--- src/rtl/tcdm_req_gen_pkg.sv ---
// Package for the TCDM traffic initiator.
// Holds the shared TCDM request/response payload types, the initiator FSM
// state encoding, the scoreboard entry layout and the LFSR step function.
package tcdm_req_gen_pkg;

  localparam int unsigned AddrWidth    = 32;
  localparam int unsigned DataWidth    = 32;
  localparam int unsigned BeWidth      = 4;
  localparam int unsigned AmoWidth     = 4;
  localparam int unsigned CoreIdWidth  = 8;
  localparam int unsigned TileIdWidth  = 8;
  localparam int unsigned IniAddrWidth = 8;
  localparam int unsigned MetaIdWidth  = 4;

  typedef logic [MetaIdWidth-1:0] meta_id_t;

  typedef struct packed {
    logic [IniAddrWidth-1:0] ini_addr;
    meta_id_t                meta_id;
    logic [TileIdWidth-1:0]  tile_id;
    logic [CoreIdWidth-1:0]  core_id;
    logic                    lrwait;
  } bank_metadata_t;

  typedef struct packed {
    logic [AddrWidth-1:0] addr;
    logic                 write;
    logic [AmoWidth-1:0]  amo;
    logic [DataWidth-1:0] data;
    logic [BeWidth-1:0]   be;
    bank_metadata_t       meta;
  } tcdm_req_t;

  typedef struct packed {
    logic [DataWidth-1:0] data;
    bank_metadata_t       meta;
  } tcdm_resp_t;

  typedef enum logic [2:0] {
    ST_IDLE  = 3'd0,
    ST_INIT  = 3'd1,
    ST_ISSUE = 3'd2,
    ST_DRAIN = 3'd3,
    ST_DONE  = 3'd4
  } tcdm_req_gen_state_e;

  typedef struct packed {
    logic                 busy;
    logic                 is_write;
    logic [DataWidth-1:0] expected;
  } sb_entry_t;

  // Galois feedback mask for x^32 + x^22 + x^2 + x + 1 (right-shifting form).
  localparam logic [31:0] LfsrTaps  = 32'h8020_0003;
  localparam logic [31:0] WdataMask = 32'h5A5A_5A5A;

  // One step of the right-shifting Galois LFSR.
  function automatic logic [31:0] lfsr_step(input logic [31:0] s);
    logic [31:0] nxt;
    nxt = {1'b0, s[31:1]};
    if (s[0]) begin
      nxt = nxt ^ LfsrTaps;
    end else begin
      nxt = nxt;
    end
    return nxt;
  endfunction

endpackage

--- src/rtl/tcdm_req_gen_lfsr.sv ---
// 32-bit Galois LFSR used as the random source of the TCDM initiator.
// Ports:
//   clk_i  - clock
//   rst_i  - asynchronous active-high reset, loads Seed
//   en_i   - advance the LFSR by one step this cycle
//   lfsr_o - current LFSR state
module tcdm_req_lfsr
  import tcdm_req_gen_pkg::*;
#(
  parameter logic [31:0] Seed = 32'hACE1_0001
) (
  input  logic        clk_i,
  input  logic        rst_i,
  input  logic        en_i,
  output logic [31:0] lfsr_o
);

  logic [31:0] lfsr_q;
  logic [31:0] lfsr_d;

  // Next-state: hold or advance one Galois step.
  always_comb begin
    lfsr_d = lfsr_q;
    if (en_i) begin
      lfsr_d = lfsr_step(lfsr_q);
    end else begin
      lfsr_d = lfsr_q;
    end
  end

  // LFSR state register.
  always_ff @(posedge clk_i or posedge rst_i) begin
    if (rst_i) begin
      lfsr_q <= Seed;
    end else begin
      lfsr_q <= lfsr_d;
    end
  end

  assign lfsr_o = lfsr_q;

endmodule

--- src/rtl/tcdm_req_gen.sv ---
// TCDM traffic initiator. Writes a known pattern to every bank, then issues a
// pseudo-random read/write mix, tracking in-flight requests in a scoreboard
// indexed by meta_id and checking returned read data against a shadow memory.
// Ports:
//   clk_i / rst_i          - clock, asynchronous active-high reset
//   start_i                - start pulse, honoured only in IDLE or DONE
//   req_valid_o/req_ready_i/req_o    - request channel to the adapter
//   resp_valid_i/resp_ready_o/resp_i - response channel from the adapter
//   busy_o                 - run in progress (INIT/ISSUE/DRAIN)
//   done_o                 - run complete, all responses returned
//   error_o / err_cnt_o    - sticky error flag and saturating error count
module tcdm_req_gen
  import tcdm_req_gen_pkg::*;
#(
  parameter int unsigned NumIterations  = 100,
  parameter int unsigned NumTcdmBanks   = 16,
  parameter int unsigned MaxOutstanding = 8,
  parameter int unsigned CoreId         = 0,
  parameter int unsigned TileId         = 0,
  parameter logic [31:0] Seed           = 32'hACE1_0001
) (
  input  logic        clk_i,
  input  logic        rst_i,
  input  logic        start_i,
  output logic        req_valid_o,
  input  logic        req_ready_i,
  output tcdm_req_t   req_o,
  input  logic        resp_valid_i,
  output logic        resp_ready_o,
  input  tcdm_resp_t  resp_i,
  output logic        busy_o,
  output logic        done_o,
  output logic        error_o,
  output logic [15:0] err_cnt_o
);

  localparam int unsigned BankW = (NumTcdmBanks > 1) ? $clog2(NumTcdmBanks) : 1;
  localparam int unsigned SbW   = (MaxOutstanding > 1) ? $clog2(MaxOutstanding) : 1;

  tcdm_req_gen_state_e state_q, state_d;
  logic [15:0]         cnt_q, cnt_d;        // INIT bank index / ISSUE request count
  logic [SbW-1:0]      alloc_q, alloc_d;    // next meta_id to hand out
  sb_entry_t           sb_q [MaxOutstanding];
  sb_entry_t           sb_d [MaxOutstanding];
  logic [31:0]         shadow_q [NumTcdmBanks];
  logic [31:0]         shadow_d [NumTcdmBanks];
  logic                error_q, error_d;
  logic [15:0]         err_cnt_q, err_cnt_d;
  logic                resp_ready_q;

  logic [31:0]         lfsr_s;
  logic                lfsr_en_s;
  logic                clear_run_s;
  logic                req_valid_s;
  logic                req_fire_s;
  logic [BankW-1:0]    req_bank_s;
  logic                req_write_s;
  logic [31:0]         req_wdata_s;
  tcdm_req_t           req_s;
  logic                resp_fire_s;
  logic                resp_in_range_s;
  logic [SbW-1:0]      resp_idx_s;
  logic                resp_err_s;
  logic                sb_empty_s;
  logic                unused_resp_s;

  assign unused_resp_s = ^{resp_i.meta.lrwait, resp_i.meta.ini_addr};

  tcdm_req_lfsr #(
    .Seed(Seed)
  ) i_lfsr (
    .clk_i (clk_i),
    .rst_i (rst_i),
    .en_i  (lfsr_en_s),
    .lfsr_o(lfsr_s)
  );

  // Request payload: INIT walks the banks in order, ISSUE draws from the LFSR.
  always_comb begin
    req_bank_s  = '0;
    req_write_s = 1'b0;
    req_wdata_s = 32'h0000_0000;
    if (state_q == ST_INIT) begin
      req_bank_s  = BankW'(cnt_q);
      req_write_s = 1'b1;
      req_wdata_s = {16'hB000 | cnt_q, 16'(CoreId)};
    end else begin
      req_bank_s  = BankW'(lfsr_s % 32'(NumTcdmBanks));
      req_write_s = lfsr_s[31];
      req_wdata_s = lfsr_s ^ WdataMask;
    end
  end

  // Valid depends only on registered state, so ready never feeds back into it.
  always_comb begin
    req_valid_s = 1'b0;
    if ((state_q == ST_INIT) || (state_q == ST_ISSUE)) begin
      req_valid_s = !sb_q[alloc_q].busy;
    end else begin
      req_valid_s = 1'b0;
    end
  end

  assign req_fire_s = req_valid_s & req_ready_i;
  assign lfsr_en_s  = req_fire_s && (state_q == ST_ISSUE);

  // Request bus assembly; zero whenever no request is offered.
  always_comb begin
    req_s = '0;
    if (req_valid_s) begin
      req_s.addr          = {{(32-BankW-2){1'b0}}, req_bank_s, 2'b00};
      req_s.write         = req_write_s;
      req_s.amo           = 4'h0;
      req_s.data          = req_wdata_s;
      req_s.be            = 4'hF;
      req_s.meta.ini_addr = IniAddrWidth'(CoreId);
      req_s.meta.meta_id  = MetaIdWidth'(alloc_q);
      req_s.meta.tile_id  = TileIdWidth'(TileId);
      req_s.meta.core_id  = CoreIdWidth'(CoreId);
      req_s.meta.lrwait   = 1'b0;
    end else begin
      req_s = '0;
    end
  end

  // Main FSM next-state, counters and meta_id allocation.
  always_comb begin
    state_d     = state_q;
    cnt_d       = cnt_q;
    alloc_d     = alloc_q;
    clear_run_s = 1'b0;
    if (req_fire_s) begin
      if (alloc_q == SbW'(MaxOutstanding - 1)) begin
        alloc_d = '0;
      end else begin
        alloc_d = alloc_q + 1'b1;
      end
    end else begin
      alloc_d = alloc_q;
    end
    case (state_q)
      ST_IDLE, ST_DONE: begin
        if (start_i) begin
          state_d     = ST_INIT;
          cnt_d       = 16'd0;
          alloc_d     = '0;
          clear_run_s = 1'b1;
        end else begin
          state_d = state_q;
        end
      end
      ST_INIT: begin
        if (req_fire_s) begin
          if (cnt_q == 16'(NumTcdmBanks - 1)) begin
            state_d = ST_ISSUE;
            cnt_d   = 16'd0;
          end else begin
            cnt_d = cnt_q + 16'd1;
          end
        end else begin
          cnt_d = cnt_q;
        end
      end
      ST_ISSUE: begin
        if (req_fire_s) begin
          if (cnt_q == 16'(NumIterations - 1)) begin
            state_d = ST_DRAIN;
            cnt_d   = 16'd0;
          end else begin
            cnt_d = cnt_q + 16'd1;
          end
        end else begin
          cnt_d = cnt_q;
        end
      end
      ST_DRAIN: begin
        if (sb_empty_s) begin
          state_d = ST_DONE;
        end else begin
          state_d = ST_DRAIN;
        end
      end
      default: begin
        state_d = ST_IDLE;
      end
    endcase
  end

  // Scoreboard occupancy.
  always_comb begin
    sb_empty_s = 1'b1;
    for (int i = 0; i < int'(MaxOutstanding); i++) begin
      if (sb_q[i].busy) begin
        sb_empty_s = 1'b0;
      end else begin
        sb_empty_s = sb_empty_s;
      end
    end
  end

  assign resp_fire_s     = resp_valid_i & resp_ready_q;
  assign resp_in_range_s = (32'(resp_i.meta.meta_id) < MaxOutstanding);
  assign resp_idx_s      = SbW'(resp_i.meta.meta_id);

  // Response check: unknown/duplicate id, wrong read data or foreign metadata.
  always_comb begin
    resp_err_s = 1'b0;
    if (resp_fire_s) begin
      if (!resp_in_range_s || !sb_q[resp_idx_s].busy) begin
        resp_err_s = 1'b1;
      end else if (!sb_q[resp_idx_s].is_write &&
                   (resp_i.data != sb_q[resp_idx_s].expected)) begin
        resp_err_s = 1'b1;
      end else begin
        resp_err_s = 1'b0;
      end
      if ((resp_i.meta.core_id != CoreIdWidth'(CoreId)) ||
          (resp_i.meta.tile_id != TileIdWidth'(TileId))) begin
        resp_err_s = 1'b1;
      end else begin
        resp_err_s = resp_err_s;
      end
    end else begin
      resp_err_s = 1'b0;
    end
  end

  // Scoreboard and shadow updates. The response clears first, then a new
  // issue claims its slot, so an erroneous response hitting the slot being
  // allocated cannot wipe the fresh entry.
  always_comb begin
    sb_d     = sb_q;
    shadow_d = shadow_q;
    if (resp_fire_s && resp_in_range_s) begin
      sb_d[resp_idx_s] = '0;
    end else begin
      sb_d[resp_idx_s] = sb_d[resp_idx_s];
    end
    if (req_fire_s) begin
      sb_d[alloc_q].busy     = 1'b1;
      sb_d[alloc_q].is_write = req_write_s;
      sb_d[alloc_q].expected = shadow_q[req_bank_s];
      if (req_write_s) begin
        shadow_d[req_bank_s] = req_wdata_s;
      end else begin
        shadow_d[req_bank_s] = shadow_q[req_bank_s];
      end
    end else begin
      sb_d[alloc_q] = sb_d[alloc_q];
    end
  end

  // Sticky error flag and saturating error counter, cleared on each start.
  always_comb begin
    error_d   = error_q;
    err_cnt_d = err_cnt_q;
    if (clear_run_s) begin
      error_d   = 1'b0;
      err_cnt_d = 16'd0;
    end else if (resp_err_s) begin
      error_d = 1'b1;
      if (err_cnt_q != 16'hFFFF) begin
        err_cnt_d = err_cnt_q + 16'd1;
      end else begin
        err_cnt_d = err_cnt_q;
      end
    end else begin
      error_d = error_q;
    end
  end

  // State, scoreboard, shadow and status registers.
  always_ff @(posedge clk_i or posedge rst_i) begin
    if (rst_i) begin
      state_q      <= ST_IDLE;
      cnt_q        <= 16'd0;
      alloc_q      <= '0;
      error_q      <= 1'b0;
      err_cnt_q    <= 16'd0;
      resp_ready_q <= 1'b0;
      for (int i = 0; i < int'(MaxOutstanding); i++) begin
        sb_q[i] <= '0;
      end
      for (int b = 0; b < int'(NumTcdmBanks); b++) begin
        shadow_q[b] <= 32'h0000_0000;
      end
    end else begin
      state_q      <= state_d;
      cnt_q        <= cnt_d;
      alloc_q      <= alloc_d;
      error_q      <= error_d;
      err_cnt_q    <= err_cnt_d;
      resp_ready_q <= 1'b1;
      sb_q         <= sb_d;
      shadow_q     <= shadow_d;
    end
  end

  assign req_valid_o  = req_valid_s;
  assign req_o        = req_s;
  assign resp_ready_o = resp_ready_q;
  assign busy_o       = (state_q == ST_INIT) || (state_q == ST_ISSUE) || (state_q == ST_DRAIN);
  assign done_o       = (state_q == ST_DONE);
  assign error_o      = error_q;
  assign err_cnt_o    = err_cnt_q;

endmodule

--- config.mk ---
export PLATFORM = sky130hd
export DESIGN_NAME = tcdm_req_gen
export DESIGN_NICKNAME = d
export VERILOG_FILES = /design/src/rtl/tcdm_req_gen_pkg.sv /design/src/rtl/tcdm_req_gen_lfsr.sv /design/src/rtl/tcdm_req_gen.sv
export SDC_FILE = /design/constraint.sdc
export NUM_CORES = 2
export LEC_CHECK = 0
export ABC_AREA = 1
export BUFFER_PORTS_ARGS = -buffer_cell sky130_fd_sc_hd__buf_2
export CORE_MARGIN = 2
export CORE_UTILIZATION = 45
export CTS_BUF_LIST = sky130_fd_sc_hd__clkbuf_8
export DETAILED_ROUTE_END_ITERATION = 8
export GPL_TIMING_DRIVEN = 0
export PLACE_DENSITY = 0.64
export SETUP_SLACK_MARGIN = 0.2
export SLEW_MARGIN = 20
export SYNTH_ARGS = -nofsm -noshare
export SYNTH_HDL_FRONTEND = slang
export SYNTH_HIERARCHICAL = 1
export SYNTH_SLANG_ARGS = --single-unit
export TNS_END_PERCENT = 10
--- constraint.sdc ---
create_clock -name clk_i -period 26.4 [get_ports clk_i]
set_clock_uncertainty 0.2 [all_clocks]
set_input_delay 2.64 -clock clk_i [delete_from_list [all_inputs] [get_ports clk_i]]
set_output_delay 2.64 -clock clk_i [all_outputs]
set_load 0.01 [all_outputs]
==> summary.md <==
| Metric | Value |
|---|---|
| Status | finished clean |
| Crit Path Class | reg -> out |
| Fraction of layout cells with a size suffix above 1 | 0.1171 |
| HP Class | reg -> reg |
| Most used cell, CP | buf_2 |
| Seq cells post-synth | between 800 and 900 |
| F_max | 140.0 MHz |
| Adder-cell share of the synthesized area | 0.001064 |
| Number of synthesized flops with an enable pin | 0 |
| Area grow syn2layout | 12.63% |
| Fin crit share | 0.2707 |
| Critical path data required time | between 20 and 25 ns |
| Gpl congestion | around 1.1 |
| Port Buf Inserts | 120 |
| CP Launch Type | flip-flop |
| Worst R2R End | sb_q[259]$_DFF_PP0_ |
| Min Hold Slack | around 0.28 ns |
| Clk sinks | about 860 |
| TritonRoute pass-1 iters | 7 |
| CTS Hold Bufs | 0 |
| Synth top area cells | dfrtp_1, nand2_1, nand3_1 |
| Initial antenna violation count | 9 |
| First-pass GRT wire length | around 310 mm |
| Most used DFF post-synth | dfrtp_1 |
| Synth Area in Compound Gates | 0.1442 |
| Mux share of post-synthesis cell area | 0.0002129 |
| Max H-tree Level | 4 |
| Slowest-stage cell, CP | nor2_1 |
| Vias in the first global route | around 47000 |
| Worst Setup EP | req_o[69] |
| Cells along the critical path | inv_1 > nand3_4 > buf_6 > nand2_1 > clkinv_1 > buf_2 > clkbuf_1 > nor2_1 > buf_4 > buf_2 |
| Maximum vdd drop | roughly 0.083 mV |
| Synth cell types | 57 |
| Post-DRT Antenna Nets | 0 |
| Leak | about 27 nW |
| Initial DRC Count | 7942 |
| Postcts setup bufs | 0 |
| Maxcap violations | 0 |
| Number of top-level pins | 189 |
| Syn_area_per_cell | 7.399 um^2 |
| Top-count cell post-synth | nand2_1 |
| Synth Area in Simple Gates | 0.3018 |
| Clk buf depth | 3 |
| Synth Warn # | 6 |
| RSZ-0062 raised after global routing | false |
| CORE AREA | approximately 100000 um^2 |
| Drt wl/cell | approximately 27 um |
| Worst setup EP type | output port |
| Synth area leader | dfrtp_1 |
| CP Max Fanout | 10 |
| Clock latency on the worst-skew pair | roughly 0.90 ns |
| Ys async rst share | 1.000 |
| Resize count post-CTS | 0 |
| DRC | 0 |
| Fin nets | 6767 |
| Chip Width | 327.2 um |
| Crit-path max cell delay | 0.89 ns |
| Total CTS buffers | 155 |
| Vias | 49388 |
| Clock root cell | clkbuf_8 |
| Hold Path Depth | 2 |
| Synth cell count leaders | nand2_1, dfrtp_1, nand3_1 |
| Area share of the largest cell type after synthesis | 0.4508 |
| Via/cell ratio | around 6.0 |
| Fin. max-slew vios | 0 |
| Final-report hold violation count | 0 |
| RR Startpoint | alloc_q[2]$_DFF_PP0_ |
| Die Area | approximately 110000 um^2 |
| PD cells | between 100 and 150 nW/um^2 |
| Total grt overflow | 0 |
| Num rows | 118 |
| Syn Inst Count | 6354 |
| Path depth of the worst reg2reg path | 13 |
| Worst-Margin Slew | around 1.4 ns |
| DP HPWL | between 100 and 150 mm |
| Minimum clock period | approximately 7.1 ns |
| Largest net degree at the start of global routing | a little over 100 |
| XOR/XNOR Fraction of Synth Area | 0.001863 |
| Critical Path Source | state_q[2]$_DFFE_PP0P_ |
| Setup_tns | 0 ns |
| Die height | between 300 and 400 um |
| CTS clk-pin slew, worst paths | approximately 0.060 ns |
| Mapped Area | approximately 47000 um^2 |
| Seq/Total Area, Yosys | 0.4558 |
| Total wire length | between 200 and 250 mm |
| Initial Util | 0.4536 |
| Critical Path AT | about 4.3 ns |
| Final setup vio count | 0 |
| Total Routing Usage GR | 0.4012 |
| R2r setup slk | 21.60 ns |
| CTS tree | yes |
| Relative slew slack | 0.07071 |
| Largest family of logic cells by synthesized area | simple AND/OR/NAND/NOR gates |
-- area by class of cell --
cell class                 instances  area (um^2)
inverter                         502         1907
buffer                           512         2570
antenna                            5        12.51
clock inverter                    82        485.5
timing repair buffer             129        848.3
fill                           10448        50690
sequential                       856        21430
multi-input combinational       4541        21350
tap                             1380         1727
clock buffer                     191         2629
-- cells by family after synthesis --
| family | Yosys count |
|---|---|
| AND/OR/NAND/NOR | 3370 |
| AO/OA/AOI/OAI | 1097 |
| buffers and inverters | 1014 |
| flip-flops | 856 |
| XOR/XNOR | 10 |
| adder cells (fa/ha/maj) | 4 |
| other | 2 |
| multiplexers | 1 |
-- metal layers --
metal  global-route usage  part of all wire
met1               0.4805              0.35
met2               0.5741              0.41
met3               0.1546              0.14
met4               0.3223             0.095
met5                    0           0.00030
-- flip-flops by register name, indices dropped and copies added, names as in the netlist --
register	flops
shadow_q	512
sb_q	272
i_lfsr/lfsr_o	32
cnt_q	16
err_cnt_o	16
alloc_q	3
state_q	3
error_o	1
resp_ready_o	1
-- critical path, delay by kind of cell, from the launching register on --
kind | cells | cell delay, ns
buf+inv | 7 | 1.84
simple gates | 3 | 1.18
flops | 1 | 0.39
-- worst min path at each step --
stage | startpoint | endpoint | slack (ns)
after global placement | shadow_q[260]$_DFFE_PP0P_ | shadow_q[260]$_DFFE_PP0P_ | 0.26
final | shadow_q[391]$_DFFE_PP0P_ | shadow_q[391]$_DFFE_PP0P_ | 0.28
after floorplan | shadow_q[481]$_DFFE_PP0P_ | shadow_q[481]$_DFFE_PP0P_ | 0.25
after CTS | shadow_q[407]$_DFFE_PP0P_ | shadow_q[407]$_DFFE_PP0P_ | 0.28
after global routing | shadow_q[225]$_DFFE_PP0P_ | shadow_q[225]$_DFFE_PP0P_ | 0.30
after detailed placement | shadow_q[410]$_DFFE_PP0P_ | shadow_q[410]$_DFFE_PP0P_ | 0.27
-- placed cells by master (no fill, tap or decap), types with 54 or more instances in the layout --
master	Yosys	final
clkbuf_8	0	191
inv_1	475	528
nand2_1	2269	2269
o21ai_0	408	408
conb_1	2	59
nand3_1	677	677
o21ai_1	54	54
a22oi_1	280	280
buf_2	98	218
nor2_1	199	198
dfrtp_1	847	847
buf_4	92	92
a21oi_1	172	172
buf_1	55	55
clkbuf_1	244	238
-- where the power goes --
| group | switching [mW] | internal (mW) |
|---|---|---|
| Sequential | 0.223 | 1.72 |
| Combinational | 2.72 | 0.832 |
| Clock | 0.632 | 0.676 |
| Total | 3.57 | 3.23 |
-- metrics by stage --
stage | cells | util | setup slack (ns) | area, um^2 | power (mW)
floorplan | 6411 | - | 0.4141 | 47230 | 3.965
global placement | 7911 | 0.4782 | -10.49 | 49560 | 5.283
detailed placement | 7920 | 0.4806 | 19.64 | 49810 | 5.313
CTS | 8193 | 0.5107 | 19.45 | 52930 | 6.611
global route | 8194 | 0.5108 | 19.26 | 52950 | 7.057
finish | 8198 | 0.5109 | 19.25 | 52960 | 6.798
Power figures use the tool's default switching activity.
